===== src/rtl/apb_uart_pkg.sv =====
// apb_uart_pkg: register map, field positions and the UART FSM state type
// shared by the transmit and receive channels.
package apb_uart_pkg;
    localparam logic [2:0] A_TXDATA = 3'd0;
    localparam logic [2:0] A_RXDATA = 3'd1;
    localparam logic [2:0] A_CFG    = 3'd2;
    localparam logic [2:0] A_BAUD   = 3'd3;
    localparam logic [2:0] A_CTRL   = 3'd4;
    localparam logic [2:0] A_STATUS = 3'd5;

    localparam int CFG_STOP = 2;
    localparam int CFG_PEN  = 3;
    localparam int CFG_ODD  = 4;

    localparam int ST_TX_BUSY  = 0;
    localparam int ST_TX_FULL  = 1;
    localparam int ST_RX_VALID = 2;
    localparam int ST_PERR     = 3;
    localparam int ST_FERR     = 4;
    localparam int ST_OVR      = 5;

    typedef enum logic [2:0] {IDLE, START, DATA, PARITY, STOP} uart_state_t;

    // Index of the last data bit for a CFG[1:0] length code (5..8 bits).
    function automatic logic [2:0] last_bit(input logic [1:0] len);
        return 3'd4 + {1'b0, len};
    endfunction

    function automatic logic [7:0] data_mask(input logic [1:0] len);
        return 8'hFF >> (2'd3 - len);
    endfunction
endpackage


===== src/rtl/apb_uart_bitgen.sv =====
// apb_uart_bitgen: bit-period counter; tick_o ends each bit period,
// half_o marks the middle of the period after a load.
module apb_uart_bitgen (
    input  logic        clk,
    input  logic        reset_n,
    input  logic        load_i,
    input  logic [15:0] div_i,
    output logic        tick_o,
    output logic        half_o
);
    logic [15:0] cnt_q, cnt_d;

    assign tick_o = cnt_q == div_i - 16'd1;
    assign half_o = cnt_q == (div_i >> 1) - 16'd1;
    assign cnt_d  = (load_i || tick_o) ? 16'd0 : cnt_q + 16'd1;

    always_ff @(posedge clk) cnt_q <= reset_n ? 16'd0 : cnt_d;
endmodule


===== src/rtl/apb_uart.sv =====
// apb_uart: APB slave UART with single-entry TX/RX buffers, programmable
// frame format and baud divisor, and optional RTS/CTS flow control.
module apb_uart
    import apb_uart_pkg::*;
#(
    parameter int ADDR_W    = 12,
    parameter int DIV_RESET = 434
) (
    input  logic              clk,
    input  logic              reset_n,
    input  logic              psel,
    input  logic              penable,
    input  logic              pwrite,
    input  logic [3:0]        pstrb,
    input  logic [ADDR_W-1:0] paddr,
    input  logic [31:0]       pwdata,
    output logic              pready,
    output logic              pslverr,
    output logic [31:0]       prdata,
    input  logic              rx,
    input  logic              cts_n,
    output logic              tx,
    output logic              rts_n
);
    logic [2:0]  a;
    logic        acc, err, wr, wr_tx, rd_rx, rd_st;
    logic [4:0]  cfg_q;
    logic [15:0] baud_q, div_eff;
    logic        ctrl_q, rts_q;
    logic [7:0]  txbuf_q, rx_data_q;
    logic        tx_full_q, rx_valid_q, perr_q, ferr_q, ovr_q;
    logic        rx_s1_q, rx_s_q, rx_last_q, cts_s1_q, cts_s_q;
    logic [31:0] status, rdata;
    uart_state_t tx_st_q, rx_st_q;
    logic [7:0]  tx_sh_q, rx_sh_q;
    logic [2:0]  tx_cnt_q, rx_cnt_q;
    logic        tx_q, tx_par_q, rx_par_q, rx_perr_q;
    logic [4:0]  tx_cfg_q, rx_cfg_q;
    logic [15:0] tx_div_q, rx_div_q;
    logic        tx_start, tx_tick, tx_unused_half;
    logic        rx_fall, rx_load, rx_done, rx_tick, rx_half;
    logic        unused;

    assign a   = paddr[4:2];
    assign acc = psel & penable;
    assign err = (a > A_STATUS)
               | (pwrite & ((a == A_RXDATA) | (a == A_STATUS)))
               | (pwrite & (a == A_TXDATA) & tx_full_q)
               | (!pwrite & (a == A_RXDATA) & !rx_valid_q);
    assign wr    = acc & pwrite & !err;
    assign wr_tx = wr & (a == A_TXDATA) & pstrb[0];
    assign rd_rx = acc & !pwrite & !err & (a == A_RXDATA);
    assign rd_st = acc & !pwrite & (a == A_STATUS);

    always_comb begin
        status              = '0;
        status[ST_TX_BUSY]  = tx_st_q != IDLE;
        status[ST_TX_FULL]  = tx_full_q;
        status[ST_RX_VALID] = rx_valid_q;
        status[ST_PERR]     = perr_q;
        status[ST_FERR]     = ferr_q;
        status[ST_OVR]      = ovr_q;
    end

    assign rdata = (a == A_RXDATA) ? {24'd0, rx_data_q} :
                   (a == A_CFG)    ? {27'd0, cfg_q} :
                   (a == A_BAUD)   ? {16'd0, baud_q} :
                   (a == A_CTRL)   ? {31'd0, ctrl_q} :
                   (a == A_STATUS) ? status : 32'd0;

    assign pready  = 1'b1;
    assign pslverr = acc & err;
    assign prdata  = (acc & !pwrite & !err) ? rdata : 32'd0;
    assign tx      = tx_q;
    assign rts_n   = rts_q;
    assign div_eff = (baud_q < 16'd4) ? 16'd4 : baud_q;
    assign unused  = ^{paddr[ADDR_W-1:5], paddr[1:0], pstrb[3:2], pwdata[31:16],
                       rx_cfg_q[CFG_STOP], tx_unused_half};

    always_ff @(posedge clk) begin
        if (reset_n) begin
            cfg_q      <= 5'h03;
            baud_q     <= 16'(DIV_RESET);
            ctrl_q     <= 1'b0;
            txbuf_q    <= '0;
            tx_full_q  <= 1'b0;
            rx_data_q  <= '0;
            rx_valid_q <= 1'b0;
            perr_q     <= 1'b0;
            ferr_q     <= 1'b0;
            ovr_q      <= 1'b0;
            rts_q      <= 1'b1;
            {rx_last_q, rx_s_q, rx_s1_q} <= 3'b111;
            {cts_s_q, cts_s1_q}          <= 2'b11;
        end else begin
            if (wr && a == A_CFG && pstrb[0]) cfg_q <= pwdata[4:0];
            if (wr && a == A_BAUD && pstrb[0]) baud_q[7:0] <= pwdata[7:0];
            if (wr && a == A_BAUD && pstrb[1]) baud_q[15:8] <= pwdata[15:8];
            if (wr && a == A_CTRL && pstrb[0]) ctrl_q <= pwdata[0];
            if (wr_tx) txbuf_q <= pwdata[7:0];
            if (rx_done) rx_data_q <= rx_sh_q;
            tx_full_q  <= wr_tx | (tx_full_q & !tx_start);
            // A completing frame beats a same-edge RXDATA read, without overrun.
            rx_valid_q <= rx_done | (rx_valid_q & !rd_rx);
            perr_q     <= (perr_q & !rd_st) | (rx_done & rx_perr_q);
            ferr_q     <= (ferr_q & !rd_st) | (rx_done & !rx_s_q);
            ovr_q      <= (ovr_q & !rd_st) | (rx_done & rx_valid_q & !rd_rx);
            rts_q      <= ctrl_q & rx_valid_q;
            {rx_last_q, rx_s_q, rx_s1_q} <= {rx_s_q, rx_s1_q, rx};
            {cts_s_q, cts_s1_q}          <= {cts_s1_q, cts_n};
        end
    end

    assign tx_start = (tx_st_q == IDLE) & tx_full_q & (!ctrl_q | !cts_s_q);

    apb_uart_bitgen u_tx_bit (
        .clk(clk), .reset_n(reset_n), .load_i(tx_start), .div_i(tx_div_q),
        .tick_o(tx_tick), .half_o(tx_unused_half)
    );

    always_ff @(posedge clk) begin
        if (reset_n) begin
            tx_st_q  <= IDLE;
            tx_q     <= 1'b1;
            tx_sh_q  <= '0;
            tx_cnt_q <= '0;
            tx_par_q <= 1'b0;
            tx_cfg_q <= '0;
            tx_div_q <= 16'd4;
        end else begin
            case (tx_st_q)
                IDLE: if (tx_start) begin
                    tx_st_q  <= START;
                    tx_q     <= 1'b0;
                    tx_sh_q  <= txbuf_q;
                    tx_cnt_q <= '0;
                    tx_cfg_q <= cfg_q;
                    tx_div_q <= div_eff;
                    tx_par_q <= ^(txbuf_q & data_mask(cfg_q[1:0])) ^ cfg_q[CFG_ODD];
                end
                START: if (tx_tick) begin
                    tx_st_q <= DATA;
                    tx_q    <= tx_sh_q[0];
                    tx_sh_q <= tx_sh_q >> 1;
                end
                DATA: if (tx_tick) begin
                    if (tx_cnt_q == last_bit(tx_cfg_q[1:0])) begin
                        tx_st_q  <= tx_cfg_q[CFG_PEN] ? PARITY : STOP;
                        tx_q     <= tx_cfg_q[CFG_PEN] ? tx_par_q : 1'b1;
                        tx_cnt_q <= '0;
                    end else begin
                        tx_q     <= tx_sh_q[0];
                        tx_sh_q  <= tx_sh_q >> 1;
                        tx_cnt_q <= tx_cnt_q + 3'd1;
                    end
                end
                PARITY: if (tx_tick) begin
                    tx_st_q <= STOP;
                    tx_q    <= 1'b1;
                end
                STOP: if (tx_tick) begin
                    tx_st_q  <= (tx_cfg_q[CFG_STOP] && tx_cnt_q == 3'd0) ? STOP : IDLE;
                    tx_cnt_q <= tx_cnt_q + 3'd1;
                end
                default: tx_st_q <= IDLE;
            endcase
        end
    end

    assign rx_fall = rx_last_q & !rx_s_q;
    // Reload at mid-start so later ticks land mid-bit.
    assign rx_load = ((rx_st_q == IDLE) & rx_fall) | ((rx_st_q == START) & rx_half);
    assign rx_done = (rx_st_q == STOP) & rx_tick;

    apb_uart_bitgen u_rx_bit (
        .clk(clk), .reset_n(reset_n), .load_i(rx_load), .div_i(rx_div_q),
        .tick_o(rx_tick), .half_o(rx_half)
    );

    always_ff @(posedge clk) begin
        if (reset_n) begin
            rx_st_q   <= IDLE;
            rx_sh_q   <= '0;
            rx_cnt_q  <= '0;
            rx_par_q  <= 1'b0;
            rx_perr_q <= 1'b0;
            rx_cfg_q  <= '0;
            rx_div_q  <= 16'd4;
        end else begin
            case (rx_st_q)
                IDLE: if (rx_fall) begin
                    rx_st_q   <= START;
                    rx_sh_q   <= '0;
                    rx_cnt_q  <= '0;
                    rx_par_q  <= 1'b0;
                    rx_perr_q <= 1'b0;
                    rx_cfg_q  <= cfg_q;
                    rx_div_q  <= div_eff;
                end
                START: if (rx_half) rx_st_q <= rx_s_q ? IDLE : DATA;
                DATA: if (rx_tick) begin
                    rx_sh_q[rx_cnt_q] <= rx_s_q;
                    rx_par_q          <= rx_par_q ^ rx_s_q;
                    rx_cnt_q          <= rx_cnt_q + 3'd1;
                    if (rx_cnt_q == last_bit(rx_cfg_q[1:0]))
                        rx_st_q <= rx_cfg_q[CFG_PEN] ? PARITY : STOP;
                end
                PARITY: if (rx_tick) begin
                    rx_st_q   <= STOP;
                    rx_perr_q <= rx_s_q != (rx_par_q ^ rx_cfg_q[CFG_ODD]);
                end
                STOP: if (rx_tick) rx_st_q <= IDLE;
                default: rx_st_q <= IDLE;
            endcase
        end
    end
endmodule


===== config.mk =====
export PLATFORM = sky130hd
export DESIGN_NAME = apb_uart
export DESIGN_NICKNAME = d
export VERILOG_FILES = /design/src/rtl/apb_uart_pkg.sv /design/src/rtl/apb_uart_bitgen.sv /design/src/rtl/apb_uart.sv
export SDC_FILE = /design/constraint.sdc
export NUM_CORES = 1
export LEC_CHECK = 0
export ABC_AREA = 1
export BUFFER_PORTS_ARGS = -buffer_cell sky130_fd_sc_hd__buf_2
export CAP_MARGIN = 20
export CORE_MARGIN = 10
export CORE_UTILIZATION = 60
export DETAILED_ROUTE_END_ITERATION = 10
export GPL_TIMING_DRIVEN = 0
export HOLD_SLACK_MARGIN = 0.08
export PLACE_DENSITY_LB_ADDON = 0.1
export SLEW_MARGIN = 20
export SYNTH_ARGS = -nofsm -noshare
export SYNTH_HDL_FRONTEND = slang
export SYNTH_SLANG_ARGS = --single-unit

===== constraint.sdc =====
create_clock -name clk -period 2.9 [get_ports clk]
set_clock_uncertainty 0.1 [all_clocks]
set_input_delay 0.29 -clock clk [delete_from_list [all_inputs] [get_ports clk]]
set_output_delay 0.29 -clock clk [all_outputs]
set_load 0.02 [all_outputs]

; Word-level counts from Yosys, hierarchy flattened
; Cells that the tools add are included.
[word_totals]
output_inout_bits = 36
reg_bits = 154
inputBits = 55
elab_cells = 224
[classes]
n_reduce_logical = 42
n_mux = 56
shifts = 1
n_bitwise = 46
eq_ne = 32
add_sub_neg = 10
n_lt_le_gt_ge = 4
[ops]
columns = cell, count
row1 = two-way mux 16 bit, 5
row2 = two-way mux 3 bit, 21
row3 = equality test 16 bit, 3
row4 = two-way mux 8 bit, 6
row5 = adder 16 x 1 -> 16 bit (second input constant), 2
row6 = subtractor 16 x 1 -> 16 bit (second input constant), 2
row7 = bitwise AND 1 bit, 31
row8 = one-hot mux 3 bit (5 select lines), 2
row9 = one-hot mux 8 bit (3 select lines), 1
row10 = equality test 3 x 2 -> 1 bit (second input constant), 6
row11 = inequality test 2 bit (second input constant), 9
row12 = < comparator 16 x 3 -> 1 bit (second input constant), 1
row13 = one-hot mux 8 bit (2 select lines), 1
row14 = subtractor 15 x 1 -> 16 bit (second input constant), 1
row15 = equality test 3 bit (second input constant), 4
row16 = zero test 3 bit, 4
row17 = two-way mux 6 bit, 2
row18 = AND reduction 6 bit, 2
row19 = bitwise OR 1 bit, 11
row20 = two-way mux 1 bit, 10
row21 = AND reduction 5 bit, 2
row22 = equality test 3 x 1 -> 1 bit (second input constant), 3
row23 = logical AND 1 bit, 9
row24 = zero test 1 bit, 9
row25 = other kinds (28), 44

; Depth between registers and ports, before layout
; Gate-level depths: netlist of run 1.
[logic_depth]
word_depth = 12
mapped_depth = 17
mapped_depth_nobuf = 17

; By module
; A second synthesis of run 1 with hierarchy kept.
[hier_totals]
hier_cells = 1442
area_unflattened_um2 = 9424.0
[modules_own_cells]
columns = module, n_inst, seq_area_each_um2, cells_per_inst, area_per_inst_um2
row1 = apb_uart, 1, 2422.3, 833, 5755.5
row2 = apb_uart_bitgen (u_rx_bit), 1, 320.3, 300, 1838.0
row3 = apb_uart_bitgen (u_tx_bit), 1, 320.3, 309, 1830.5

; Least setup slack after synthesis of run 1
; OpenSTA, ideal clock, no wires.
[synth_timing]
path_type = flip-flop to flip-flop
startpoint = reg rx_div_q[2]
endpoint = reg rx_sh_q[5]
slack_ns = 0.736
stages_incl_launch_ff = 17
arrival_time_ns = 1.931
cell_sequence = dfxtp_1 > inv_1 > ha_1 > nand2_2 > nor2_1 > inv_1 > nand2_1 > nand2_1 > nand2_1 > nand3b_1 > nor2_2 > nand4_4 > nand2_4 > buf_12 > nand2_1 > nand2_1 > a21oi_2
[synth_via]
elab_chain_len = 4
[synth_rtl]
columns = element, line
row1 = from (decl), apb_uart.sv:39  ; logic [15:0] tx_div_q, rx_div_q;
row2 = from (signal assigned), apb_uart.sv:198  ; rx_div_q <= div_eff;
row3 = subtractor 16 x 1 -> 16 bit, apb_uart_bitgen.sv:13  ; assign tick_o = cnt_q == div_i - 16'd1;
row4 = equality test 16 bit, apb_uart_bitgen.sv:13
row5 = inequality test 2 bit (no source line), --
row6 = AND reduction 3 bit (no source line), --
row7 = "to (signal, indexed assignment)", apb_uart.sv:202  ; rx_sh_q[rx_cnt_q] <= rx_s_q;
row8 = to (decl), apb_uart.sv:35  ; logic [7:0] tx_sh_q, rx_sh_q;
; No other way between the ends.
; A chain may end at the register's enable or synchronous reset.

; Final worst setup path of run 1
[layout_timing]
startpoint = reg tx_full_q
endpoint = out prdata[7]
[layout_via]
elab_chain_len = 6
[layout_rtl]
columns = element, line
row1 = from (decl), apb_uart.sv:31  ; logic tx_full_q, rx_valid_q, perr_q, ferr_q, ovr_q;
row2 = from (signal assigned), apb_uart.sv:102  ; tx_full_q <= wr_tx | (tx_full_q & !tx_start);
row3 = bitwise AND 1 bit, apb_uart.sv:48  ; | (pwrite & (a == A_TXDATA) & tx_full_q)
row4 = bitwise OR 1 bit, apb_uart.sv:48
row5 = bitwise OR 1 bit, apb_uart.sv:49  ; | (!pwrite & (a == A_RXDATA) & !rx_valid_q);
row6 = zero test 1 bit, apb_uart.sv:73  ; assign prdata = (acc & !pwrite & !err) ? rdata : 32'd0;
row7 = bitwise AND 1 bit, apb_uart.sv:73
row8 = two-way mux 16 bit, apb_uart.sv:73
row9 = to (decl), apb_uart.sv:19  ; output logic [31:0] prdata,
; No other way between the ends.

==> results of run 1 <==
## registers in the layout, indices dropped and copies added, names as in the netlist, 3 cells and up
register        count
baud_q             16
rx_div_q           16
tx_div_q           16
u_rx_bit.cnt_q     16
u_tx_bit.cnt_q     16
rx_data_q           8
rx_sh_q             8
tx_sh_q             8
txbuf_q             8
cfg_q               5
rx_cfg_q            4
tx_cfg_q            4
rx_cnt_q            3
rx_st_q             3
tx_cnt_q            3
tx_st_q             3
## where the power goes
part           internal, uW  switching (uW)
registers              2210             108
logic                   557            1060
clock network          1200             960
total                  3960            2130
## area by class of cell
type | instances | area share [%]
clock buffers | 18 | 4.27
clock inverters | 13 | 1.36
plain buffers | 49 | 3.00
inverters | 145 | 5.42
multi-input cells | 952 | 49.5
well taps | 184 | 2.29
flip-flops and latches | 153 | 30.5
repair buffers | 59 | 3.64
## synth_stat cells, types with 8 or more instances
cell      number
nand2_1      263
nor2_1       180
dfxtp_1      153
inv_1        137
o21ai_0       86
nand3_1       84
a21oi_1       71
xor2_1        58
nor3_1        27
xnor2_1       24
clkbuf_1      21
buf_4         20
nor2_2        12
nand2_2       11
o22ai_1       11
or2_2         10
nand4_1        9
ha_1           8
nand3b_1       8
nor2_4         8
## kinds of logic after synthesis
family          count (synthesis)  synth area share (%)
compound gates                202                  12.8
buf+inv                       194                  9.58
fa+ha+maj                       8                  1.13
mux                             6                 0.765
other cells                     2                0.0851
flops                         153                  34.7
simple gates                  637                  32.8
xor+xnor                       82                  8.14
## worst max-delay path, cell delays in order (launching register included)
cell,delay [ns]
dfxtp_1,0.34
nand3_1,0.09
nand2_1,0.07
a31oi_1,0.22
nand4_1,0.46
o21ai_0,0.42
buf_2,0.23
## routing by layer
layer  vias up  share of wire, %  routed length (um)
li1       4302                 -                   -
met4         0               1.8                 407
met2       266                45               10100
met1      3796                45               10200
met5         -                 0                   0
met3        33               7.9                1790
## how the worst max path moves through the flow
stage / slack (ns) / end / depth (start not counted)
after floorplan: 0.74 / rx_sh_q[5]$_SDFFE_PP0P_ / 16
after global placement: 0.37 / rx_data_q[1]$_SDFFE_PP0N_ / 14
after detailed placement: 0.32 / u_tx_bit.cnt_q[12]$_SDFF_PP0_ / 14
after CTS: 0.19 / prdata[6] / 6
after global routing: 0.02 / u_tx_bit.cnt_q[7]$_SDFF_PP0_ / 14
final: 0.25 / prdata[7] / 6
## per-stage QoR
stage / hold slack, ns / utilization, % / total power [uW]
finish: 0.0908 / 69.4 / 6090
global route: 0.123 / 69.4 / 6400
CTS: 0.0814 / 69.4 / 6080
detailed placement: 0.292 / 64.5 / 3930
global placement: 0.291 / 64.5 / 3910
floorplan: 0.289 / - / 3600
## timing repair
item | in CTS | in global routing
endpoints found under the setup margin | 0 | 1
resized for setup | 0 | 1
endpoints found under the hold margin | 18 | 0
hold buffers | 14 | 0
==> run_results.csv, run 1 <==
group,metric,value,unit
run_status,outcome,"complete, no violations",
clock_tree,tritoncts,"yes",
sta,relSlewSlack,39.4,%
detailed_routing,wl,22600,um
final_layout,layout.cells.most_common,"nand2_1",
yosys,yosysTopAreaCell,"dfxtp_1",
yosys,synth.area.top_cells,"dfxtp_1, nand2_1, nor2_1",
setup_path,crit_type,"reg -> out",
clock_tree,clock_latency,0.44,ns
pwr,p_leak,0.00440,uW
sta,tns,0,ns
pwr,power_density,607,nW/um^2
floorplanning,die_h,141,um
clock_tree,clkTransAtPathRegs,0.06,ns
min_path,hold-path-endpoint,"baud_q[15]$_SDFFE_PP0P_",
setup_path,crit_path_max_fanout,10,
global_routing,grt_max_degree,17,
global_routing,grt_pass1_wl,37300,um
setup_path,critPathLaunchType,"flop",
final_layout,nets,1440,
place,dp.cells,1528,
min_path,min_path_type,"in -> reg",
pwr,ir_drop,500,uV
global_routing,busiest_layer,"met2",
setup_path,reg2reg_depth,14,
final_layout,layout_common_cells,"nand2_1, nor2_1, dfxtp_1",
setup_path,reg2reg_slack,0.29,ns
place,dp_slack,0.320,ns
floorplanning,ios,91,
sta,rsz0062_at_grt,"false",
floorplanning,dieArea,20000,um^2
min_path,hold_start,"pwdata[15]",
yosys,synth_edf_count,0,
clock_tree,clock_sinks,153,
setup_path,cp.required,2.51,ns
setup_path,cp-startpoint,"tx_full_q$_SDFF_PP0_",
floorplanning,rows,44,
yosys,synth_seq_area_share,34.7,%
yosys,syn_inst,1284,
run,drv_cap,0,
global_routing,grt_usage,22.5,%
sta,fmax,377,MHz
yosys,synth_top_area_share,34.7,%
final_layout,drive_gt1_share,12.7,%
final_layout,fin_cells,1573,
yosys,ys_warn_count,0,
detailed_routing,wl_per_cell,14.4,um
yosys,syn_area_per_cell,6.87,um^2
clock_tree,cts_inserted_buffers,17,
final_layout,final_area,10000,um^2
yosys,synthFlopType,"dfxtp_1",
place,gp_congestion,0.918,
setup_path,rr_endpoint,"rx_data_q[1]$_SDFFE_PP0N_",
sta,fin_crit,2.65,ns
place,hpwlAfterDp,17300,um
yosys,ys_ff_latch,153,
global_routing,antenna_found_initial,0,
floorplanning,initial_core_util,61.0,%
yosys,netlist_area,8830,um^2
global_routing,grtUsageMet3,5.71,%
final_layout,multi_input_area,4970,um^2
place,postPlaceCellArea,9340,um^2
clock_tree,cts-root-buf,"clkbuf_16",
detailed_routing,drc_errors,0,
sta,setup_viol,0,
yosys,synthDistinctLibCells,50,
final_layout,diodes,0,
place,numPortBuffers,45,
setup_path,r2r_start,"rx_div_q[0]$_SDFFE_PP0P_",
sta,fin_ws,0.245,ns
sta,hold_violations,0,
detailed_routing,num_vias,8397,
detailed_routing,antenna_left,0,
yosys,async_flop_share,0,%
floorplanning,die_w,141,um
final_layout,seq_area,3060,um^2
final_layout,syn_to_final_growth,13.8,%
min_path,holdPathStages,3,
setup_path,endpoint_kind,"output port",
sta,final_max_slew_viol_count,0,
detailed_routing,firstDrtPassIters,5,
global_routing,grt_use_met2,35.6,%
sta,worst_pin_slew,0.908,ns
floorplanning,core,14500,um^2
detailed_routing,drt_iter0_markers,702,
global_routing,grt_pass1_vias,7762,
global_routing,use_met1,29.6,%
global_routing,globalRouteOverflowTotal,0,
detailed_routing,via_per_inst,5.34,
final_layout,fillCellCount,1249,
clock_tree,cts_max_path_buffers,2,
sta,period_share,91.5,%
setup_path,cp.arrival,2.26,ns
clock_tree,h-tree-depth,4,
clock_tree,post_cts.repair.setup_buffers,0,
No activity file was read; power rests on OpenSTA's default activity.
==> run 2: changes to the inputs <==
--- a/config.mk
+++ b/config.mk
@@ -14,6 +14,7 @@
 export GPL_TIMING_DRIVEN = 0
 export HOLD_SLACK_MARGIN = 0.08
 export PLACE_DENSITY_LB_ADDON = 0.1
+export REMOVE_ABC_BUFFERS = 1
 export SLEW_MARGIN = 20
 export SYNTH_ARGS = -nofsm -noshare
 export SYNTH_HDL_FRONTEND = slang
==> run 2 against run 1 <==
Final area down 2.4%; highest routed layer unchanged; sequential cell count unchanged; hold slack better by 0.0028 ns; die area unchanged; sequential power about the same; via count down 2.6%; non-clock buffer count down 45; final cell count down 2.8%; fmax down 3.0%; largest power group unchanged; wire length down 4.4%; setup slack worse by 0.083 ns.
==> run_results.csv, run 2 (synthesis gave the netlist of run 1 again) <==
group,metric,value,unit
setup_path,crit_path_max_fanout,5,
pwr,ir_drop,455,uV
final_layout,syn_to_final_growth,11.1,%
place,hpwlAfterDp,15700,um
detailed_routing,wl_per_cell,14.1,um
global_routing,grt_usage,20.9,%
clock_tree,cts-root-buf,"clkbuf_16",
min_path,min_path_type,"in -> reg",
floorplanning,ios,91,
global_routing,grt_pass1_wl,34800,um
sta,rsz0062_at_grt,"false",
run_status,outcome,"complete, no violations",
detailed_routing,wl,21600,um
clock_tree,clock_sinks,153,
global_routing,grt_pass1_vias,7266,
floorplanning,die_h,141,um
pwr,cellInternalPower,4000,uW
clock_tree,h-tree-depth,4,
place,numPortBuffers,46,
clock_tree,clock_latency,0.42,ns
setup_path,cpPeakStageDelay,0.50,ns
clock_tree,clkTransAtPathRegs,0.06,ns
clock_tree,tritoncts,"yes",
detailed_routing,antenna_left,0,
sta,hold_slack,0.0936,ns
sta,tns,0,ns
final_layout,final_util,67.7,%
sta,fin_crit,2.74,ns
floorplanning,initial_core_util,61.0,%
pwr,p_sw,2040,uW
setup_path,crit_type,"reg -> reg",
pwr,power_frac_seq,38.4,%
floorplanning,dieArea,20000,um^2
place,dp.cells,1481,
setup_path,critical_path.slowest_cell,"dfxtp_1",
setup_path,critPathLaunchType,"flop",
setup_path,cp.required,3.16,ns
pwr,p_sw_share,33.8,%
place,dp_slack,0.179,ns
detailed_routing,via_per_inst,5.35,
global_routing,grt_max_degree,61,
detailed_routing,firstDrtPassIters,5,
sta,fin_ws,0.162,ns
final_layout,drive_gt1_share,11.5,%
final_layout,layout.cells.most_common,"nand2_1",
sta,relSlewSlack,39.4,%
global_routing,globalRouteOverflowTotal,0,
pwr,power_frac_comb,25.8,%
sta,hold_violations,0,
final_layout,diodes,0,
sta,fmax,365,MHz
pwr,power_frac_clock,35.8,%
final_layout,fin_cells,1529,
detailed_routing,drc_errors,0,
sta,setup_viol,0,
detailed_routing,drt_iter0_markers,568,
setup_path,cpMostUsedCell,"nand2_1",
clock_tree,cts_inserted_buffers,17,
setup_path,crit_buf_inv,2,
floorplanning,rows,44,
sta,period_share,94.4,%
setup_path,path_cells,"inv_1 > ha_1 > inv_1 > nor2_8 > nand2_1 > xor2_1 > nand2_1 > nor2_1 > nand3_1 > a21oi_1 > nand2_1 > nand2_1 > nand2_1 > nor2_1",
floorplanning,core,14500,um^2
global_routing,antenna_found_initial,0,
setup_path,crit_family,"simple AND/OR/NAND/NOR gates",
final_layout,nets,1395,
clock_tree,cts_max_path_buffers,2,
floorplanning,die_w,141,um
final_layout,layout_common_cells,"nand2_1, nor2_1, dfxtp_1",
sta,final_max_slew_viol_count,0,
pwr,p_leak,0.00427,uW
sta,worst_pin_slew,0.906,ns
pwr,power_density,616,nW/um^2
setup_path,cp.arrival,3.00,ns
run,drv_cap,0,
setup_path,endpoint_kind,"flop",
place,gp_congestion,0.909,
detailed_routing,num_vias,8177,
run 2: cell count changes in the layout (fill, tap and decap cells not counted), moves of 2 or more:
| cell | change |
|---|---|
| clkinv_4 | -2 |
| clkbuf_1 | -21 |
| buf_6 | -3 |
| buf_4 | -19 |
| inv_6 | -2 |
| clkbuf_8 | +4 |
| inv_8 | -2 |
| clkinv_2 | +5 |
| buf_2 | -2 |
run 2: through the flow:
| step | power, uW | area [um^2] |
|---|---|---|
| after floorplan | 3540 | 8580 |
| after global placement | 3860 | 9040 |
| after detailed placement | 3880 | 9060 |
| after CTS | 6040 | 9790 |
| after global routing | 6360 | 9800 |
| final | 6040 | 9800 |
run 2: power groups by stage:
stage | clock network [uW] | logic, uW | registers, uW
final | 2160 | 1560 | 2320
after global routing | 2270 | 1750 | 2330
after CTS | 2190 | 1540 | 2320
after detailed placement | 0 | 1520 | 2360
after global placement | 0 | 1490 | 2360
after floorplan | 0 | 1200 | 2340
run 2: cell type report:
type	instances	area, um^2
Timing Repair Buffer	63	408
Multi-Input combinational cell	952	4980
Fill cell	1255	4680
Clock inverter	10	91.3
Inverter	145	546
Clock buffer	22	484
Tap cell	184	230
Sequential cell	153	3060
run 2: per-layer routing:
| metal | GRT usage (%) | vias to the layer above | routed length (um) |
|---|---|---|---|
| li1 | - | 4201 | - |
| met5 | 0 | - | 0 |
| met1 | 27.6 | 3705 | 10200 |
| met2 | 33.3 | 236 | 9750 |
| met3 | 4.57 | 35 | 1310 |
| met4 | 6.52 | 0 | 329 |
run 2: final timing paths:
| check | from | endpoint | slack [ns] | depth (start not counted) |
|---|---|---|---|---|
| setup / recovery | rx_div_q[2]$_SDFFE_PP1P_ | rx_st_q[2]$_SDFFE_PP0P_ | 0.16 | 14 |
| hold / removal | pwdata[13] | baud_q[13]$_SDFFE_PP0P_ | 0.09 | 3 |
| setup reg to reg | rx_div_q[2]$_SDFFE_PP1P_ | rx_st_q[2]$_SDFFE_PP0P_ | 0.16 | 14 |
| hold reg to reg | cts_s1_q$_SDFF_PP1_ | cts_s_q$_SDFF_PP1_ | 0.31 | 1 |
run 2: timing repair:
action / 4_1_cts / 5_1_grt
hold buffers: 15 / 0
hold endpoints to repair: 17 / 0
endpoints found under the setup margin: 0 / 13
buffers inserted: 0 / 1
gates resized for setup: 0 / 2
run 2: tightest hold or removal path: cells and delay by family:
family,cells,cell delay (ns)
AO/OA/AOI/OAI,2,0.20
buffers and inverters,1,0.08
